===== src/rtl/bound_flash_multi_pkg.sv =====
// Shared types and helpers for the bounded-flash lamp sequencer.
// Holds the state encoding, lamp position mapping and parameter checks.
package bound_flash_pkg;

  typedef enum logic [3:0] {
    IDLE,
    UP1,
    DN1,
    UP2,
    DNK,
    DN2,
    UP3,
    DN3,
    BLINK
  } state_t;

  function automatic logic [5:0] pos_map(
    input logic [5:0] idx,
    input logic       mirror,
    input int         n
  );
    return mirror ? 6'(n - 1 - int'(idx)) : idx;
  endfunction

  function automatic bit params_ok(
    input int n,
    input int b1,
    input int b2,
    input int div
  );
    return (n >= 4) && (n <= 64) && (b1 > 0) &&
           (b1 < b2) && (b2 < n - 1) && (div >= 1);
  endfunction

endpackage


===== src/rtl/bound_flash_multi_if.sv =====
// Lamp-bar handshake bundle: start/mirror requests in, lamps and
// run status out.
interface bound_flash_multi_if #(
  parameter int N = 16
);
  logic         flick;
  logic         mirror;
  logic [N-1:0] lamp;
  logic         busy;
  logic         done;

  modport master (
    output flick, mirror,
    input  lamp, busy, done
  );

  modport slave (
    input  flick, mirror,
    output lamp, busy, done
  );
endinterface


===== src/rtl/bound_flash_multi_bf_step_div.sv =====
// Step prescaler: one-clock strobe every DIV enabled clocks.
module bf_step_div #(
  parameter int DIV = 1
) (
  input  logic clk,
  input  logic rst,
  input  logic clr,
  input  logic en,
  output logic step
);
  localparam int CW = (DIV > 1) ? $clog2(DIV) : 1;
  localparam logic [CW-1:0] LAST = CW'(DIV - 1);

  logic [CW-1:0] r_cnt;

  assign step = en && (r_cnt == LAST);

  always_ff @(posedge clk or posedge rst) begin
    if (rst)
      r_cnt <= '0;
    else if (clr)
      r_cnt <= '0;
    else if (en)
      r_cnt <= step ? '0 : r_cnt + CW'(1);
  end
endmodule


===== src/rtl/bound_flash_multi.sv =====
// N-lamp bounded fill/clear sequencer with kickback, mirroring,
// step prescaler and a final all-lamp blink phase.
module bound_flash_multi
  import bound_flash_pkg::*;
#(
  parameter int N      = 16,
  parameter int B1     = 5,
  parameter int B2     = 10,
  parameter int DIV    = 1,
  parameter int BLINKS = 1
) (
  input logic           clk,
  input logic           rst,
  bound_flash_multi_if.slave bus
);
  localparam int IW = $clog2(N);
  localparam int BW = $clog2(2 * BLINKS + 2);
  localparam logic [IW-1:0] I_B1  = IW'(B1);
  localparam logic [IW-1:0] I_B2  = IW'(B2);
  localparam logic [IW-1:0] I_TOP = IW'(N - 1);
  localparam logic [BW-1:0] B_LAST =
    (BLINKS > 0) ? BW'(2 * BLINKS - 1) : '0;

  if (!params_ok(N, B1, B2, DIV)) begin : g_bad_params
    $error("bound_flash_multi: illegal N/B1/B2/DIV");
  end

  state_t        r_state, w_state;
  logic [IW-1:0] r_idx,   w_idx;
  logic [N-1:0]  r_lamp,  w_lamp;
  logic          r_busy,  w_busy;
  logic          r_done,  w_done;
  logic          r_mir,   w_mir;
  logic [BW-1:0] r_bcnt,  w_bcnt;

  logic          w_step;
  logic          w_start;
  logic          w_up;
  logic          w_dn;
  logic          w_fin;
  logic [IW-1:0] w_pos;
  logic [IW-1:0] w_inc;
  logic [IW-1:0] w_dec;

  assign w_start = (r_state == IDLE) && bus.flick;
  assign w_pos   = IW'(pos_map(6'(r_idx), r_mir, N));
  assign w_inc   = r_idx + IW'(1);
  assign w_dec   = r_idx - IW'(1);
  assign w_up    = (r_state == UP1) || (r_state == UP2) ||
                   (r_state == UP3);
  assign w_dn    = (r_state == DN1) || (r_state == DNK) ||
                   (r_state == DN2) || (r_state == DN3);

  bf_step_div #(
    .DIV(DIV)
  ) u_div (
    .clk (clk),
    .rst (rst),
    .clr (w_start),
    .en  (r_busy),
    .step(w_step)
  );

  always_ff @(posedge clk or posedge rst) begin
    if (rst) begin
      r_state <= IDLE;
      r_idx   <= '0;
      r_lamp  <= '0;
      r_busy  <= 1'b0;
      r_done  <= 1'b0;
      r_mir   <= 1'b0;
      r_bcnt  <= '0;
    end else begin
      r_state <= w_state;
      r_idx   <= w_idx;
      r_lamp  <= w_lamp;
      r_busy  <= w_busy;
      r_done  <= w_done;
      r_mir   <= w_mir;
      r_bcnt  <= w_bcnt;
    end
  end

  // End tests compare before stepping, so idx never wraps at 0 or N-1.
  always_comb begin
    w_state = r_state;
    w_idx   = r_idx;
    w_lamp  = r_lamp;
    w_busy  = r_busy;
    w_done  = 1'b0;
    w_mir   = r_mir;
    w_bcnt  = r_bcnt;
    w_fin   = 1'b0;

    if (w_step && w_up) w_lamp[w_pos] = 1'b1;
    if (w_step && w_dn) w_lamp[w_pos] = 1'b0;

    unique case (r_state)
      IDLE: begin
        if (bus.flick) begin
          w_state = UP1;
          w_idx   = '0;
          w_busy  = 1'b1;
          w_mir   = bus.mirror;
          w_bcnt  = '0;
        end
      end
      UP1: if (w_step) begin
        if (r_idx == I_B1) w_state = DN1;
        else               w_idx   = w_inc;
      end
      DN1: if (w_step) begin
        if (r_idx == '0) w_state = UP2;
        else             w_idx   = w_dec;
      end
      UP2: if (w_step) begin
        if (r_idx == I_B2) w_state = bus.flick ? DNK : DN2;
        else               w_idx   = w_inc;
      end
      DNK: if (w_step) begin
        if (r_idx == '0) w_state = UP2;
        else             w_idx   = w_dec;
      end
      DN2: if (w_step) begin
        if (r_idx == I_B1) w_state = UP3;
        else               w_idx   = w_dec;
      end
      UP3: if (w_step) begin
        if (r_idx == I_TOP) w_state = DN3;
        else                w_idx   = w_inc;
      end
      DN3: if (w_step) begin
        if (r_idx == '0) begin
          if (BLINKS > 0) begin
            w_state = BLINK;
            w_bcnt  = '0;
          end else begin
            w_fin = 1'b1;
          end
        end else begin
          w_idx = w_dec;
        end
      end
      BLINK: if (w_step) begin
        w_lamp = r_bcnt[0] ? '0 : '1;
        w_bcnt = r_bcnt + BW'(1);
        if (r_bcnt == B_LAST) w_fin = 1'b1;
      end
      default: w_state = IDLE;
    endcase

    if (w_fin) begin
      w_state = IDLE;
      w_idx   = '0;
      w_busy  = 1'b0;
      w_done  = 1'b1;
      w_lamp  = '0;
    end
  end

  assign bus.lamp = r_lamp;
  assign bus.busy = r_busy;
  assign bus.done = r_done;
endmodule


===== src/flat_wrapper.sv =====
// flat-port wrapper written by rule: the top's interface ports become plain ports
module bound_flash_multi_flat import bound_flash_pkg::*;
#(
  parameter int N      = 16,
  parameter int B1     = 5,
  parameter int B2     = 10,
  parameter int DIV    = 1,
  parameter int BLINKS = 1
)
  (clk, rst, bus_flick, bus_mirror, bus_lamp, bus_busy, bus_done);
  bound_flash_multi_if #(.N(N)) bus_i ();
  input logic clk;
  input logic rst;
  input wire logic [$bits(bus_i.flick)-1:0] bus_flick;
  input wire logic [$bits(bus_i.mirror)-1:0] bus_mirror;
  output wire logic [$bits(bus_i.lamp)-1:0] bus_lamp;
  output wire logic [$bits(bus_i.busy)-1:0] bus_busy;
  output wire logic [$bits(bus_i.done)-1:0] bus_done;
  assign bus_i.flick = bus_flick;
  assign bus_i.mirror = bus_mirror;
  assign bus_lamp = bus_i.lamp;
  assign bus_busy = bus_i.busy;
  assign bus_done = bus_i.done;
  bound_flash_multi #(.N(N), .B1(B1), .B2(B2), .DIV(DIV), .BLINKS(BLINKS)) u_core (.clk(clk), .rst(rst), .bus(bus_i));
endmodule

===== config.mk =====
export PLATFORM = sky130hd
export DESIGN_NAME = bound_flash_multi_flat
export DESIGN_NICKNAME = d
export VERILOG_FILES = /design/src/rtl/bound_flash_multi_pkg.sv /design/src/rtl/bound_flash_multi_if.sv /design/src/rtl/bound_flash_multi_bf_step_div.sv /design/src/rtl/bound_flash_multi.sv /design/src/flat_wrapper.sv
export SDC_FILE = /design/constraint.sdc
export NUM_CORES = 1
export LEC_CHECK = 0
export CAP_MARGIN = 20
export CORE_MARGIN = 5
export CORE_UTILIZATION = 45
export DETAILED_ROUTE_END_ITERATION = 8
export PLACE_DENSITY = 0.65
export SLEW_MARGIN = 20
export SYNTH_ARGS = -nofsm -noshare
export SYNTH_HDL_FRONTEND = slang
export SYNTH_SLANG_ARGS = --single-unit

===== constraint.sdc =====
create_clock -name clk -period 2.92 [get_ports clk]
set_input_delay 0.584 -clock clk [delete_from_list [all_inputs] [get_ports clk]]
set_output_delay 0.584 -clock clk [all_outputs]
set_load 0.05 [all_outputs]

==> metrics, run 1 <==
#FFs+latches synth 30; FFs w/ async S/R, synth 1.00; H-tree lvl count 2; Hold WC Path Type reg -> reg; Cell Area, Synth 0.00203 mm²; WP data required 3090 ps; Syn-to-layout area delta 17.0%; max cap viols 0; CP max stage delay 630 ps; Final Hold Viols 0; crit path time final 2190 ps; setup ws final 730 ps; nets@finish 264; total nets after synthesis 247; Top FF cell, synth dfrtp_1; Chip Width 77.2 µm; deepest clock path buffer count 2; drt via density 6.00; WL/cell 15.8 µm; # rows 24; pre-CTS WS 742 ps; DRC viols 0; DRT Wirelength 4890 µm; Initial Utilization 0.466; critical path arrival 2360 ps; CTS tree done; post-CTS setup buffers 0; most frequent cells in the layout 30 x dfrtp_1, 27 x a21oi_1, 21 x a21o_1, 21 x clkdlybuf4s50_1, 20 x o21ai_1; Tot GR Track Use 0.176; clock-pin slew on the worst setup and hold paths 60 ps; CTS root buf clkbuf_8; post-synthesis cell count 239; Syn Area/Cell 8.50 µm²; RSZ-0062 raised after global routing no; number of distinct library cells after synthesis 51; crit path max fanout 18; CP Cell Sequence or4_4, a21oi_2, nor3_1, nor3_4, nand2b_2, o41ai_2; Power Density 1360 mW/mm²; ANT nets after route 0; Max IR drop VDD 620 µV; RD Place Congestion 0.872; number of synthesis warnings 0; Power, Total 0.00324 W; vias 1,853; Seq/Total Area, Yosys 0.370; Final Cell Area 0.00238 mm²; Worst Clk Skew 4.21 ps; Top Family by Delay on Critical Path simple AND/OR/NAND/NOR gates; GRT Residual Overflow 0; CTS buffer count 5; Bufs and invs on worst path 0; period utilization 0.750; Num Clock Sinks 30; layout cells sized above 1 0.0856; leakage power 0.958 nW; I/O Buffers 21; Slew Limit Fails 0; commonest non-fill, non-tap cell in the layout dfrtp_1; normalized max-slew margin 0.637; WHS 505 ps; Initial DRC Count 172; die area 0.00596 mm²; initial antenna violation count 0; Placed Area 0.00227 mm²; startpoint types register; Slew @ Worst Pin 544 ps; die span in y 77.2 µm; number of global-route vias before repair 1,748; CP Capture Type register; Setup violations, final 0; core area 0.00435 mm²; max frequency 457 MHz; global-route wire length before repair 8630 µm; status completed; CP max stage cell or4_4; largest net degree at the start of global routing 31; drt first pass iters 4; # diodes 0; DP HPWL 3410 µm; WS Path Type reg -> reg; post-route setup TNS 0 ps; Worst-Skew Late Latency 280 ps; Post-CTS Resized 0; number of synthesized flops with an enable pin 0; io pins 22; hold_buf cts 0
==> stage by stage <==
stage          cells   util
2_1_floorplan    239      -
5_1_grt          309  0.546
4_1_cts          309  0.546
6_report         309  0.546
3_5_place_dp     301  0.521
3_3_place_gp     301  0.521
==> flip-flops by register name (all words and copies together), names as in the netlist <==
register,cells
u_core.bus.lamp,16
u_core.bus.busy,1
u_core.bus.done,1
u_core.r_idx,4
u_core.r_state,4
u_core.u_div.r_cnt,1
u_core.r_mir,1
u_core.r_bcnt,2
==> path summary, 6_finish.rpt <==
check	startpoint	endpoint	slack (ps)	cells after the start
setup / recovery	u_core.r_idx[3]	u_core.r_state[1]	730	6
hold / removal	u_core.r_bcnt[0]	u_core.r_bcnt[0]	500	1
setup reg to reg	u_core.r_idx[3]	u_core.r_state[1]	730	6
hold reg to reg	u_core.r_bcnt[0]	u_core.r_bcnt[0]	500	1
max in group asynchronous	rst	u_core.bus.lamp[8]	1950	3
min in group asynchronous	rst	u_core.r_bcnt[1]	680	3
==> cells in the mapped netlist, types with 2 or more instances <==
library cell  number  area, µm²
nor2b_1            3       18.8
buf_6              2       22.5
inv_1              7       26.3
a21oi_1           27        135
nand2b_1           7       43.8
nand2_1           14       52.6
o32ai_1            3       26.3
nor4_1             3       18.8
a31oi_1            2       12.5
o31ai_1            4       30.0
o21ai_1           20        100
mux2i_1            2       20.0
or2_1              2       12.5
or3_1              3       18.8
nor4b_1            2       17.5
buf_2              2       10.0
o21a_1             3       22.5
xnor2_1            3       26.3
nor3_1             3       15.0
o22ai_1            2       12.5
dfrtp_1           30        751
and2_1             2       12.5
nor2_1            11       41.3
o21ai_0            7       35.0
clkbuf_1          13       48.8
nand3b_1           4       30.0
ha_1               3       37.5
a21o_1            21        158
nor3b_1            3       22.5
nand3_1           10       50.1
==> logic make-up (layout without fill, tap and decap cells) <==
| group | count (synthesis) | after routing | share of synthesized area |
|---|---|---|---|
| muxes | 3 | 3 | 0.0154 |
| and+or+nand+nor | 75 | 75 | 0.211 |
| xor gates and xnor gates | 4 | 4 | 0.0173 |
| DFF | 30 | 30 | 0.370 |
| buffers and inverters | 26 | 44 | 0.0585 |
| adders and majority gates | 4 | 4 | 0.0283 |
| AOI/OAI and AO/OA | 97 | 97 | 0.300 |
==> per-layer routing <==
layer | global-route usage | routed length [µm] | vias to the layer above | share of wire
met2 | 0.261 | 2230 | 65 | 0.46
met5 | 0 | 0 | - | 0
met1 | 0.252 | 2340 | 874 | 0.48
met4 | 0.0515 | 38 | 0 | 0.0078
li1 | - | - | 908 | -
met3 | 0.0422 | 277 | 6 | 0.057
==> power breakdown <==
part           internal [W]  switching, W  total (W)
sequential         0.000591      0.000231   0.000822
clock              0.000255      0.000153   0.000408
combinational      0.000784       0.00123    0.00201
==> final cells by class <==
class                   instances  area, µm²
flip-flops and latches         30        751
well taps                      52       65.1
inverters                       8       30.0
clock inverters                 1       30.0
repair buffers                 28        263
multi-input cells             183       1160
fillers                       385       1980
clock buffers                   7       76.3
Power figures use the tool's default switching activity.
==> run 2, diff against run 1 <==
Clock period 2.92 ns to 2.2 ns, I/O delays scaled along.
==> run 2 against run 1 <==
  * Clock skew increased by 2.4 ps
  * Via count down 0.38%
  * Sequential share of layout area decreased by 0.76 points
  * Worst setup slack worse by 680 ps
  * Register-to-register slack got worse by 680 ps
  * Die area unchanged
  * Wire length grew 1.5%
  * Cell count is 2.3% higher
  * Critical path type unchanged
  * Worst hold slack got worse by 1.9 ps
  * Design area is 2.5% higher
  * Fmax rose by 1.6%
==> metrics, run 2 (synthesis results as in run 1) <==
Tot GR Track Use 0.181 (+0.00544); critical path arrival 2320 ps (-40 ps); H-tree lvl count 2 (unchanged); startpoint types register; Initial Utilization 0.466 (unchanged); non-filler cells, final 316 (+2.3%); Num Clock Sinks 30 (unchanged); io pins 22 (unchanged); die area 0.00596 mm² (unchanged); CTS buffer count 5 (unchanged); Hold WC Path Type reg -> reg; internal power 0.00215 W (+32%); WP data required 2360 ps (-730 ps); drt via density 5.84 (-2.6%); vias 1,846 (-0.38%); Power, Total 0.00431 W (+33%); Worst Hold End u_core.r_bcnt[0]; Max IR drop VDD 790 µV (+28%); RSZ-0062 raised after global routing yes; # rows 24 (unchanged); Final Hold Viols 0 (unchanged); CTS tree done; Hold Path Origin u_core.r_bcnt[0]; switching power 0.00216 W (+34%); Setup violations, final 0 (unchanged); max reg flops 16 (unchanged); CP max stage delay 380 ps (-250 ps); leakage power 1.00 nW (+4.8%); die span in y 77.2 µm (unchanged); crit path max fanout 4 (-14); R2R Setup Slk 50 ps (-680 ps); DP HPWL 3520 µm (+3.2%); final core utilization 0.559 (+0.0135); R2R depth 9 (+3); hold_buf cts 0 (unchanged); Crit Reg-Reg Startpoint u_core.r_state[0]; nets@finish 272 (+3.0%); Multi-input gate area 0.00117 mm² (+1.2%); # diodes 0 (unchanged); initial antenna violation count 0 (unchanged); Slew @ Worst Pin 515 ps (-29.8 ps); crit path time final 2150 ps (-35.4 ps); max frequency 464 MHz (+1.6%); commonest non-fill, non-tap cell in the layout dfrtp_1; DRT Wirelength 4960 µm (+1.5%); clock-pin slew on the worst setup and hold paths 60 ps (about the same); Syn-to-layout area delta 19.9%; deepest clock path buffer count 2 (unchanged); Slew Limit Fails 0 (unchanged); Power Density 1770 mW/mm² (+30%); Worst Clk Skew 6.63 ps (+2.42 ps); combinational power share 0.672 (+0.051); GRT Residual Overflow 0 (unchanged); fill count 409 (+6.2%); number of global-route vias before repair 1,822 (+4.2%); CP max stage cell dfrtp_1; Reg power frac 0.232 (-0.022); I/O Buffers 21 (unchanged); status completed; drt first pass iters 4 (unchanged); global-route wire length before repair 8920 µm (+3.4%); CP Capture Type register; clock share of power 0.096 (-0.030); WS Path Type reg -> reg; Worst-Skew Late Latency 280 ps (about the same); ANT nets after route 0 (unchanged); WL/cell 15.7 µm (-0.79%); layout cells sized above 1 0.133 (+0.0470); core area 0.00435 mm² (unchanged); most frequent cells in the layout 30 x dfrtp_1, 27 x a21oi_1, 21 x a21o_1, 21 x clkdlybuf4s50_1, 20 x o21ai_1; Chip Width 77.2 µm (unchanged); post-route setup TNS 0 ps (unchanged); normalized max-slew margin 0.656 (+0.0188); Inst Count DP 309 (+2.7%); RD Place Congestion 0.847 (-2.8%); CTS root buf clkbuf_8; register area 751 µm² (unchanged); largest net degree at the start of global routing 31 (unchanged); R2R Path End u_core.r_idx[3]; Hold Path Depth 1 (unchanged); CP Cell Sequence nand2b_2, xnor2_2, and2_2, ha_1, a21o_1, a21oi_1, xnor2_1, o2bb2ai_1, a32o_1; DRC viols 0 (unchanged); max cap viols 0 (unchanged); period utilization 0.980 (+0.229); Sw Share 0.500 (+0.00307); crit path from u_core.r_state[0]; Initial DRC Count 217 (+26%)
==> run 2: cell count changes in the layout (fill, tap and decap cells not counted), sizes merged <==
cell	before	now
buf	7	15
clkbuf	7	5
clkinv	0	2
bufinv	1	0
==> run 2: power by group through the flow <==
stage / Clock [W] / Sequential (W) / Combinational, W
2_1_floorplan: 0 / 0.00139 / 0.00173
3_3_place_gp: 0 / 0.00100 / 0.00285
3_5_place_dp: 0 / 0.00100 / 0.00287
4_1_cts: 0.000430 / 0.000996 / 0.00288
5_1_grt: 0.000457 / 0.00104 / 0.00319
6_report: 0.000412 / 0.00100 / 0.00290
==> run 2: stage by stage <==
step	hold slack [ps]	setup slack [ps]	area, µm²
finish	503	45.0	2430
global route	562	-76.2	2430
CTS	508	8.38	2420
detailed placement	500	39.1	2340
global placement	493	135	2340
floorplan	476	19.9	2030
==> run 2: routing by layer <==
layer  share of wire  up-vias  GRT usage
li1                -      919          -
met1            0.49      888      0.266
met2            0.46       31      0.268
met3           0.041        8     0.0398
met4           0.011        0     0.0447
met5               0        -          0
==> run 2: repair_timing <==
item | 4_1_cts | 5_1_grt
setup buffers | 0 | 0
resized for setup | 0 | 4
setup endpoints to repair | 0 | 2
==> run 2: how the worst max path moves through the flow <==
stage                            endpoint  slack [ps]  cells after the start
after global placement    u_core.r_idx[3]         130                      9
after CTS                 u_core.r_idx[3]           8                      9
final                     u_core.r_idx[3]          50                      9
after floorplan           u_core.r_idx[3]          20                     10
after global routing      u_core.r_idx[3]         -80                      9
after detailed placement  u_core.r_idx[3]          40                      9
==> run 2: layout make-up <==
| cell class | count | share of cell area |
|---|---|---|
| Multi-Input combinational cell | 183 | 0.483 |
| Sequential cell | 30 | 0.308 |
| Timing Repair Buffer | 36 | 0.138 |
| Clock buffer | 5 | 0.0283 |
| Tap cell | 52 | 0.0267 |
| Inverter | 8 | 0.0123 |
| Clock inverter | 2 | 0.00411 |
==> run 2: worst max-delay path: cells and delay by family, from the launching register on <==
kind,cells,cell delay (ps)
flip-flops,1,380
AO/OA/AOI/OAI,4,630
AND/OR/NAND/NOR,2,450
XOR/XNOR,2,310
adder cells (fa/ha/maj),1,270
==> run 3, diff against run 2 <==
Settings changed: SETUP_SLACK_MARGIN set to 0.1.
==> run 3 against run 2 <==
  * Utilization up 1.1 points
  * Global-route usage up 0.49 points
  * Via count up 0.54%
  * Design area up 2.1%
  * Non-clock buffer count up 2
  * Worst hold slack better by 4.2 ps
  * Clock skew up 1.3 ps
  * Die area unchanged
  * First-iteration DRC count down 34%
  * Clock-buffer cell count up 2
  * Combinational power up 4%
  * Critical path type unchanged
  * Largest cell class unchanged
  * Highest routed layer unchanged
==> metrics, run 3 (synthesis results as in run 1) <==
CTS tree done; CP most frequent cell xnor2_2; drt first pass iters 4 (unchanged); CP Cell Sequence nand2b_4, xnor2_2, and2_4, ha_1, a21o_1, a21oi_2, xnor2_2, o2bb2ai_2, a32o_1; die area 0.00596 mm² (unchanged); Final Hold Viols 0 (unchanged); global-route wire length before repair 9010 µm (+1.0%); DP HPWL 3720 µm (+5.9%); GRT Residual Overflow 0 (unchanged); deepest clock path buffer count 2 (unchanged); nets@finish 274 (+0.74%); Multi-input gate area 0.00120 mm² (+1.8%); Crit Reg-Reg Startpoint u_core.r_state[0]; CTS root buf clkbuf_8; period utilization 0.907 (-0.0730); Power Density 1800 mW/mm² (+1.9%); max cap viols 0 (unchanged); Bufs and invs on worst path 0 (unchanged); Max IR drop VDD 998 µV (+26%); normalized max-slew margin 0.660 (+0.00411); Worst-Skew Late Latency 290 ps (about the same); register area 752 µm² (+0.17%); io pins 22 (unchanged); DRT Wirelength 5070 µm (+2.4%); DRC viols 0 (unchanged); largest net degree at the start of global routing 31 (unchanged); crit path max fanout 4 (unchanged); RD Place Congestion 0.859 (+1.5%); Top Family by Delay on Critical Path compound AO/OA/AOI/OAI gates; # diodes 0 (unchanged); number of global-route vias before repair 1,828 (+0.33%); Hold WC Path Type reg -> reg; Slew Limit Fails 0 (unchanged); Power, Total 0.00448 W (+4.0%); clock-pin slew on the worst setup and hold paths 70 ps (about the same); H-tree lvl count 2 (unchanged); drt via density 5.82 (-0.40%); vias 1,856 (+0.54%); startpoint types register; crit path from u_core.r_state[0]; initial antenna violation count 0 (unchanged); leakage power 1.03 nW (+2.8%); status completed; ANT nets after route 0 (unchanged); max reg flops 16 (unchanged); max frequency 501 MHz (+8.1%); CP Capture Type register; Hold Path Origin u_core.r_bcnt[1]; WL/cell 15.9 µm (+1.4%); Initial DRC Count 144 (-34%); # rows 24 (unchanged); core area 0.00435 mm² (unchanged); Syn-to-layout area delta 22.4%; most frequent cells in the layout 29 x dfrtp_1, 26 x a21oi_1, 21 x a21o_1, 21 x clkdlybuf4s50_1, 20 x o21ai_1; fill count 411 (+0.49%); Num Clock Sinks 30 (unchanged); Chip Width 77.2 µm (unchanged); crit path time final 1990 ps (-161 ps); Worst Clk Skew 7.90 ps (+1.27 ps); RSZ-0062 raised after global routing no; post-route setup TNS 0 ps (unchanged); CTS buffer count 5 (unchanged); Tot GR Track Use 0.186 (+0.00486); CP max stage cell dfrtp_1; Setup violations, final 0 (unchanged); Initial Utilization 0.466 (unchanged); CP max stage delay 380 ps (about the same); critical path arrival 2160 ps (-160 ps); WP data required 2370 ps (about the same); commonest non-fill, non-tap cell in the layout dfrtp_1; WS Path Type reg -> reg; I/O Buffers 21 (unchanged); Slew @ Worst Pin 508 ps (-6.14 ps); die span in y 77.2 µm (unchanged); layout cells sized above 1 0.150 (+0.0172)
[run 3: final cells by class]
class / instances / area share
Clock buffer: 7 / 0.0347
Clock inverter: 1 / 0.00201
Inverter: 8 / 0.0121
Multi-Input combinational cell: 183 / 0.481
Sequential cell: 30 / 0.303
Tap cell: 52 / 0.0262
Timing Repair Buffer: 38 / 0.141
[run 3: path summary, 6_finish.rpt]
| path | end | slack, ps | cells after the start |
|---|---|---|---|
| worst max-delay path | u_core.r_idx[3] | 210 | 9 |
| worst min-delay path | u_core.r_bcnt[1] | 510 | 2 |
| worst max register to register | u_core.r_idx[3] | 210 | 9 |
| worst min register to register | u_core.r_bcnt[1] | 510 | 2 |
| max in group asynchronous | u_core.r_idx[3] | 1350 | 3 |
| min in group asynchronous | u_core.bus.lamp[1] | 530 | 3 |
[run 3: tightest hold or removal path, stage by stage (launching register included)]
cell and delay, ps:
dfrtp_1 320, inv_1 50, o22ai_1 90
[run 3: power by group]
group	total, W	switching (W)	leakage (nW)	internal [W]
clock	0.000469	0.000217	0.0482	0.000252
combinational	0.00302	0.00179	0.642	0.00123
sequential	0.000988	0.000199	0.342	0.000788
[run 3: what timing repair did]
item,4_1_cts,5_1_grt
endpoints found under the setup margin,0,2
hold buffers,0,0
setup buffers,0,1
gates resized for setup,0,3
[run 3: per-layer routing]
layer	track usage	vias to the layer above	share of wire
met5	0	-	0
met4	0.0584	0	0.019
met3	0.0398	10	0.041
met2	0.286	42	0.45
met1	0.259	878	0.49
li1	-	926	-
[run 3: stage by stage]
stage / instances / hold slack (ps) / instance area, µm² / util / setup WS, ps
3_3_place_gp: 310 / 491 / 2370 / 0.545 / 260
6_report: 319 / 507 / 2480 / 0.571 / 206
3_5_place_dp: 310 / 500 / 2370 / 0.545 / 221
2_1_floorplan: 239 / 476 / 2060 / - / 106
4_1_cts: 318 / 515 / 2460 / 0.566 / 189
5_1_grt: 319 / 548 / 2480 / 0.571 / 104
